File: config.mk
export PLATFORM = sky130hd
export DESIGN_NAME = load_store_unit
export DESIGN_NICKNAME = d
export VERILOG_FILES = /design/src/rtl/load_store_unit.sv
export SDC_FILE = /design/constraint.sdc
export NUM_CORES = 1
export LEC_CHECK = 0
export CORE_UTILIZATION = 51
export CTS_CLUSTER_DIAMETER = 150
export DETAILED_ROUTE_END_ITERATION = 8
export PLACE_DENSITY = 0.95
export SKIP_LAST_GASP = 1
export SLEW_MARGIN = 40
export SYNTH_ARGS = -nofsm -noshare
export SYNTH_HDL_FRONTEND = slang
export SYNTH_SLANG_ARGS = --single-unit
File: constraint.sdc
create_clock -name clk -period 4.61 [get_ports clk]
set_input_delay 0.461 -clock clk [delete_from_list [all_inputs] [get_ports clk]]
set_output_delay 0.461 -clock clk [all_outputs]
set_load 0.05 [all_outputs]
File: src/rtl/load_store_unit.sv
// Load/store unit: one outstanding byte/halfword/word access to a word-wide data memory.
// Sub-word stores are done by read-modify-write of the containing word.
module load_store_unit #(
    parameter int unsigned address_width = 10
) (
    input  logic        clk,
    input  logic        rst_n,
    input  logic        req_valid,
    output logic        req_ready,
    input  logic        req_write,
    input  logic [1:0]  req_size,
    input  logic        req_unsigned,
    input  logic [31:0] req_address,
    input  logic [31:0] req_wdata,
    output logic        resp_valid,
    output logic [31:0] resp_rdata,
    output logic        resp_error,
    output logic [31:0] mem_address,
    output logic [31:0] mem_write_data,
    output logic        mem_write,
    output logic        mem_read,
    input  logic [31:0] mem_read_data
);

    // Byte-address bits above the attached memory; any set bit is out of range.
    localparam logic [31:0] HiMask = ~((32'd1 << (address_width + 32'd2)) - 32'd1);

    typedef enum logic [1:0] {StIdle, StRd, StWr, StDone} state_t;

    state_t      state_q, state_d;
    logic        write_q;
    logic [1:0]  size_q;
    logic        unsigned_q;
    logic [31:0] addr_q;
    logic [31:0] wdata_q;
    logic        error_q;
    logic [31:0] word_q;
    logic [31:0] rdata_q;

    logic        accept;
    logic        req_err;
    logic [7:0]  ld_byte;
    logic [15:0] ld_half;
    logic [31:0] load_data;
    logic [31:0] merged;

    assign accept = req_valid && (state_q == StIdle);

    always_comb begin
        req_err = 1'b0;
        case (req_size)
            2'b00:   req_err = 1'b0;
            2'b01:   req_err = req_address[0];
            2'b10:   req_err = |req_address[1:0];
            default: req_err = 1'b1;
        endcase
        if (|(req_address & HiMask)) begin
            req_err = 1'b1;
        end
    end

    always_comb begin
        state_d = state_q;
        case (state_q)
            StIdle: begin
                if (req_valid) begin
                    if (req_err) begin
                        state_d = StDone;
                    end else if (req_write && (req_size == 2'b10)) begin
                        state_d = StWr;
                    end else begin
                        state_d = StRd;
                    end
                end
            end
            StRd:    state_d = write_q ? StWr : StDone;
            StWr:    state_d = StDone;
            default: state_d = StIdle;
        endcase
    end

    // Lane extraction for loads, taken straight from the memory word in RD.
    always_comb begin
        ld_byte = 8'h00;
        case (addr_q[1:0])
            2'd0: ld_byte = mem_read_data[7:0];
            2'd1: ld_byte = mem_read_data[15:8];
            2'd2: ld_byte = mem_read_data[23:16];
            default: ld_byte = mem_read_data[31:24];
        endcase
        ld_half = addr_q[1] ? mem_read_data[31:16] : mem_read_data[15:0];
        case (size_q)
            2'b00:   load_data = {{24{~unsigned_q & ld_byte[7]}}, ld_byte};
            2'b01:   load_data = {{16{~unsigned_q & ld_half[15]}}, ld_half};
            default: load_data = mem_read_data;
        endcase
    end

    always_comb begin
        merged = word_q;
        case (size_q)
            2'b00: begin
                case (addr_q[1:0])
                    2'd0: merged[7:0]   = wdata_q[7:0];
                    2'd1: merged[15:8]  = wdata_q[7:0];
                    2'd2: merged[23:16] = wdata_q[7:0];
                    default: merged[31:24] = wdata_q[7:0];
                endcase
            end
            2'b01: begin
                if (addr_q[1]) begin
                    merged[31:16] = wdata_q[15:0];
                end else begin
                    merged[15:0] = wdata_q[15:0];
                end
            end
            default: merged = wdata_q;
        endcase
    end

    always_ff @(posedge clk) begin
        if (!rst_n) begin
            state_q    <= StIdle;
            write_q    <= 1'b0;
            size_q     <= 2'b00;
            unsigned_q <= 1'b0;
            addr_q     <= 32'h0;
            wdata_q    <= 32'h0;
            error_q    <= 1'b0;
            word_q     <= 32'h0;
            rdata_q    <= 32'h0;
        end else begin
            state_q <= state_d;
            if (accept) begin
                write_q    <= req_write;
                size_q     <= req_size;
                unsigned_q <= req_unsigned;
                addr_q     <= req_address;
                wdata_q    <= req_wdata;
                error_q    <= req_err;
                rdata_q    <= 32'h0;
            end
            if (state_q == StRd) begin
                word_q <= mem_read_data;
                if (!write_q) begin
                    rdata_q <= load_data;
                end
            end
        end
    end

    assign req_ready      = (state_q == StIdle);
    assign resp_valid     = (state_q == StDone);
    assign resp_error     = (state_q == StDone) && error_q;
    assign resp_rdata     = (state_q == StDone) ? rdata_q : 32'h0;
    assign mem_read       = (state_q == StRd);
    assign mem_write      = (state_q == StWr);
    assign mem_address    = {addr_q[31:2], 2'b00};
    assign mem_write_data = merged;

endmodule

==> impl_metrics.yaml <==
sta:
  period_needed_ns: 3.54
  timing.final.hold_violations: 0
  fmax_mhz: 282
  fin_crit_sh: 0.768
  setup_violations: 0
  relSlewSlack: 0.435
  rsz0062_at_grt: "no"
  slew_viol_final: 0
  skew_ns: 0.00828
  setup_tns_ns: 0
  tightest_slew_ns: 0.848
synthesis:
  ys_top_cells_by_count: "179 x nand2_1, 135 x dfxtp_1, 108 x a21oi_1"
  ys.flop_type: "dfxtp_1"
  yosysTopAreaCell: "dfxtp_1"
  synth_top_area_frac: 0.401
  ys_seq_elements: 135
  synth_warnings: 0
  synth_edf_count: 0
  synth_most_common_cell: "nand2_1"
  postSynthAreaPerCell_um2: 8.00
  synth.top_cells.by_area: "dfxtp_1 40%, nand2_1 10%, a21oi_1 8.0%"
  netlist-cell-type-count: 47
  ys_seq_area_frac: 0.401
  syn_inst: 842
  netlist_area_um2: 6740
  async_reset_ff_frac: 0
worst_setup_path:
  worstRegToRegCells: 7
  slowest_delay_ns: 0.91
  cp_top_family: "buffers and inverters"
  rr_endpoint: "rdata_q[5]"
  crit_path_max_fanout: 14
  cp.required_ns: 4.15
  crit_path_cell_trace: "nor2b_1 -> a22o_1 -> a22oi_1 -> o21ai_0 -> clkdlybuf4s50_1"
  ff2ff_setup_slack_ns: 1.84
  cp-startpoint: "addr_q[0]"
  critPathLaunchType: "register"
  arrival_ns: 3.08
  r2r-start: "state_q[1]"
  cp.depth: 5
  worstSetupPathType: "reg -> out"
  crit_path_top_delay_cell: "clkdlybuf4s50_1"
  cp.buffers_inverters: 1
  end_kind: "primary output"
power_and_ir_drop:
  pwr-share-clk: 0.245
  power_density_nw_per_um2: 592
  seqPwrFrac: 0.308
  pwr-share-comb: 0.446
  p_sw_frac: 0.416
  switchingPower_uw: 2240
  cellLeakagePower_uw: 0.00345
  finalPower_uw: 5380
  p_int_uw: 3150
  ir_drop_mv: 0.467
job:
  maxCapViolCount: 0
floorplan:
  die-area_um2: 13700
  start_util: 0.527
  die_h_um: 117
  rows: 41
  die_w_um: 117
  ios: 204
  core_area_um2: 12800
global_routing:
  globalRoute.totalOverflow: 0
  grt_use_total: 0.300
  grt_use_met1: 0.362
  antenna_found_initial: 0
  grt_pass1_vias: 6176
  met3_usage: 0.0942
  grt-busiest-layer: "met2"
  gr-usage-met2: 0.478
  grt_pass1_wl_um: 31200
  grt_max_degree: 103
route:
  vias: 6628
  drc: 0
  drt-total-wl_um: 20400
  vias_per_cell: 5.74
  dr.pass1.iters: 5
  ant_nets: 0
  drt_iter0_markers: 625
  routedWlPerCell_um: 17.7
clocking:
  root_buffer: "clkbuf_16"
  hold_buffers: 0
  cts_sinks: 135
  cts_made_buffers: 17
  clk_pin_slew_worst_paths_ns: 0.06
  postCtsSetupBuffers: 0
  cts_resized: 0
  htreeDepth: 4
  cts_tree: "yes"
  worstSkewPairLatency_ns: 0.42
  clockBufferDepth: 2
worst_hold_path:
  holdCritPathClass: "reg -> reg"
  hold-path-cell-count: 2
  hold_path.startpoint: "addr_q[15]"
  hold_end: "addr_q[15]"
placement:
  dpl.hpwl_um: 14000
  globalplace.congestion: 0.917
  io_buffers: 201
finish:
  area_growth_syn_to_layout_pct: 35.0
  finish.utilization: 0.712
  n_fill_cell: 891
  fin_nets: 1076
  antenna_cells: 0
  drive_gt1_frac: 0.0764
status:
  run_status: "finished clean"
-- kinds of logic (layout without fill, tap and decap cells) --
logic type / count (synthesis) / count (layout) / share of synthesized area
and+or+nand+nor: 309 / 309 / 0.200
buffers and inverters: 116 / 255 / 0.0871
AOI/OAI and AO/OA: 217 / 217 / 0.209
DFF: 135 / 135 / 0.401
adders and majority gates: 4 / 4 / 0.00743
muxes: 60 / 60 / 0.0942
other: 1 / 2 / 0.000557
-- worst max-delay path by stage --
stage | endpoint | slack [ns]
floorplan | mem_write_data[24] | 2.01
global placement | mem_write_data[5] | 1.71
detailed placement | mem_write_data[2] | 1.64
CTS | mem_write_data[30] | 1.15
global route | mem_write_data[30] | 0.99
finish | mem_write_data[30] | 1.07
-- routing by layer --
| metal | wire length (um) | up-vias |
|---|---|---|
| met4 | 920 | 0 |
| met2 | 9460 | 396 |
| met1 | 7930 | 3030 |
| met3 | 2080 | 80 |
| met5 | 0 | - |
| li1 | - | 3122 |
-- registers in the layout, indices dropped and copies added, names as in the netlist --
register,flops
addr_q,32
write_q,1
error_q,1
word_q,32
unsigned_q,1
wdata_q,32
rdata_q,32
state_q,2
size_q,2
-- area by class of cell --
class	instances	area, um2	area share
Clock buffer	25	515	0.0567
Timing Repair Buffer	209	2070	0.228
Sequential cell	135	2700	0.297
Clock inverter	7	66.3	0.00729
Multi-Input combinational cell	592	3470	0.381
Tap cell	172	215	0.0237
Inverter	14	57.6	0.00633
-- through the flow --
stage               worst slack (ns)  hold WS, ns  std cells  instance area, um2
detailed placement              1.64        0.446       1122                8510
global placement                1.71        0.441       1122                8510
CTS                             1.15        0.454       1154                9100
floorplan                       2.01        0.436        843                6740
finish                          1.07        0.451       1154                9100
global route                   0.985        0.471       1154                9100
-- power by group through the flow --
| stage | Clock, uW | Combinational (uW) | Sequential (uW) |
|---|---|---|---|
| floorplan | 0 | 1830 | 1580 |
| global placement | 0 | 2320 | 1660 |
| detailed placement | 0 | 2370 | 1670 |
| CTS | 1330 | 2390 | 1650 |
| global route | 1380 | 2580 | 1690 |
| finish | 1320 | 2400 | 1660 |
-- tightest hold or removal path, cell delays in order, from the launching register on --
cell     delay, ns
dfxtp_1       0.30
nand2_1       0.05
a21oi_1       0.05
-- layout by cell type (no fill, tap or decap), drive strengths merged, types with 2 or more instances in the layout --
master / instances
a311oi: 2
a221o: 3
mux2i: 48
a22oi: 25
o211a: 7
nor2: 50
nor3: 11
mux2: 11
nand3b: 2
clkbuf: 25
nor2b: 4
nor3b: 2
o22ai: 6
a22o: 8
inv: 14
a211oi: 16
o21ai: 18
nand2b: 4
ha: 4
a2bb2oi: 5
clkinv: 5
conb: 2
and3: 7
o22a: 5
clkdlybuf4s50: 201
o221a: 7
dfxtp: 135
buf: 8
a21oi: 109
and2: 34
or2: 8
nand2: 180
nor4: 5
No activity file was read; power rests on OpenSTA's default activity.
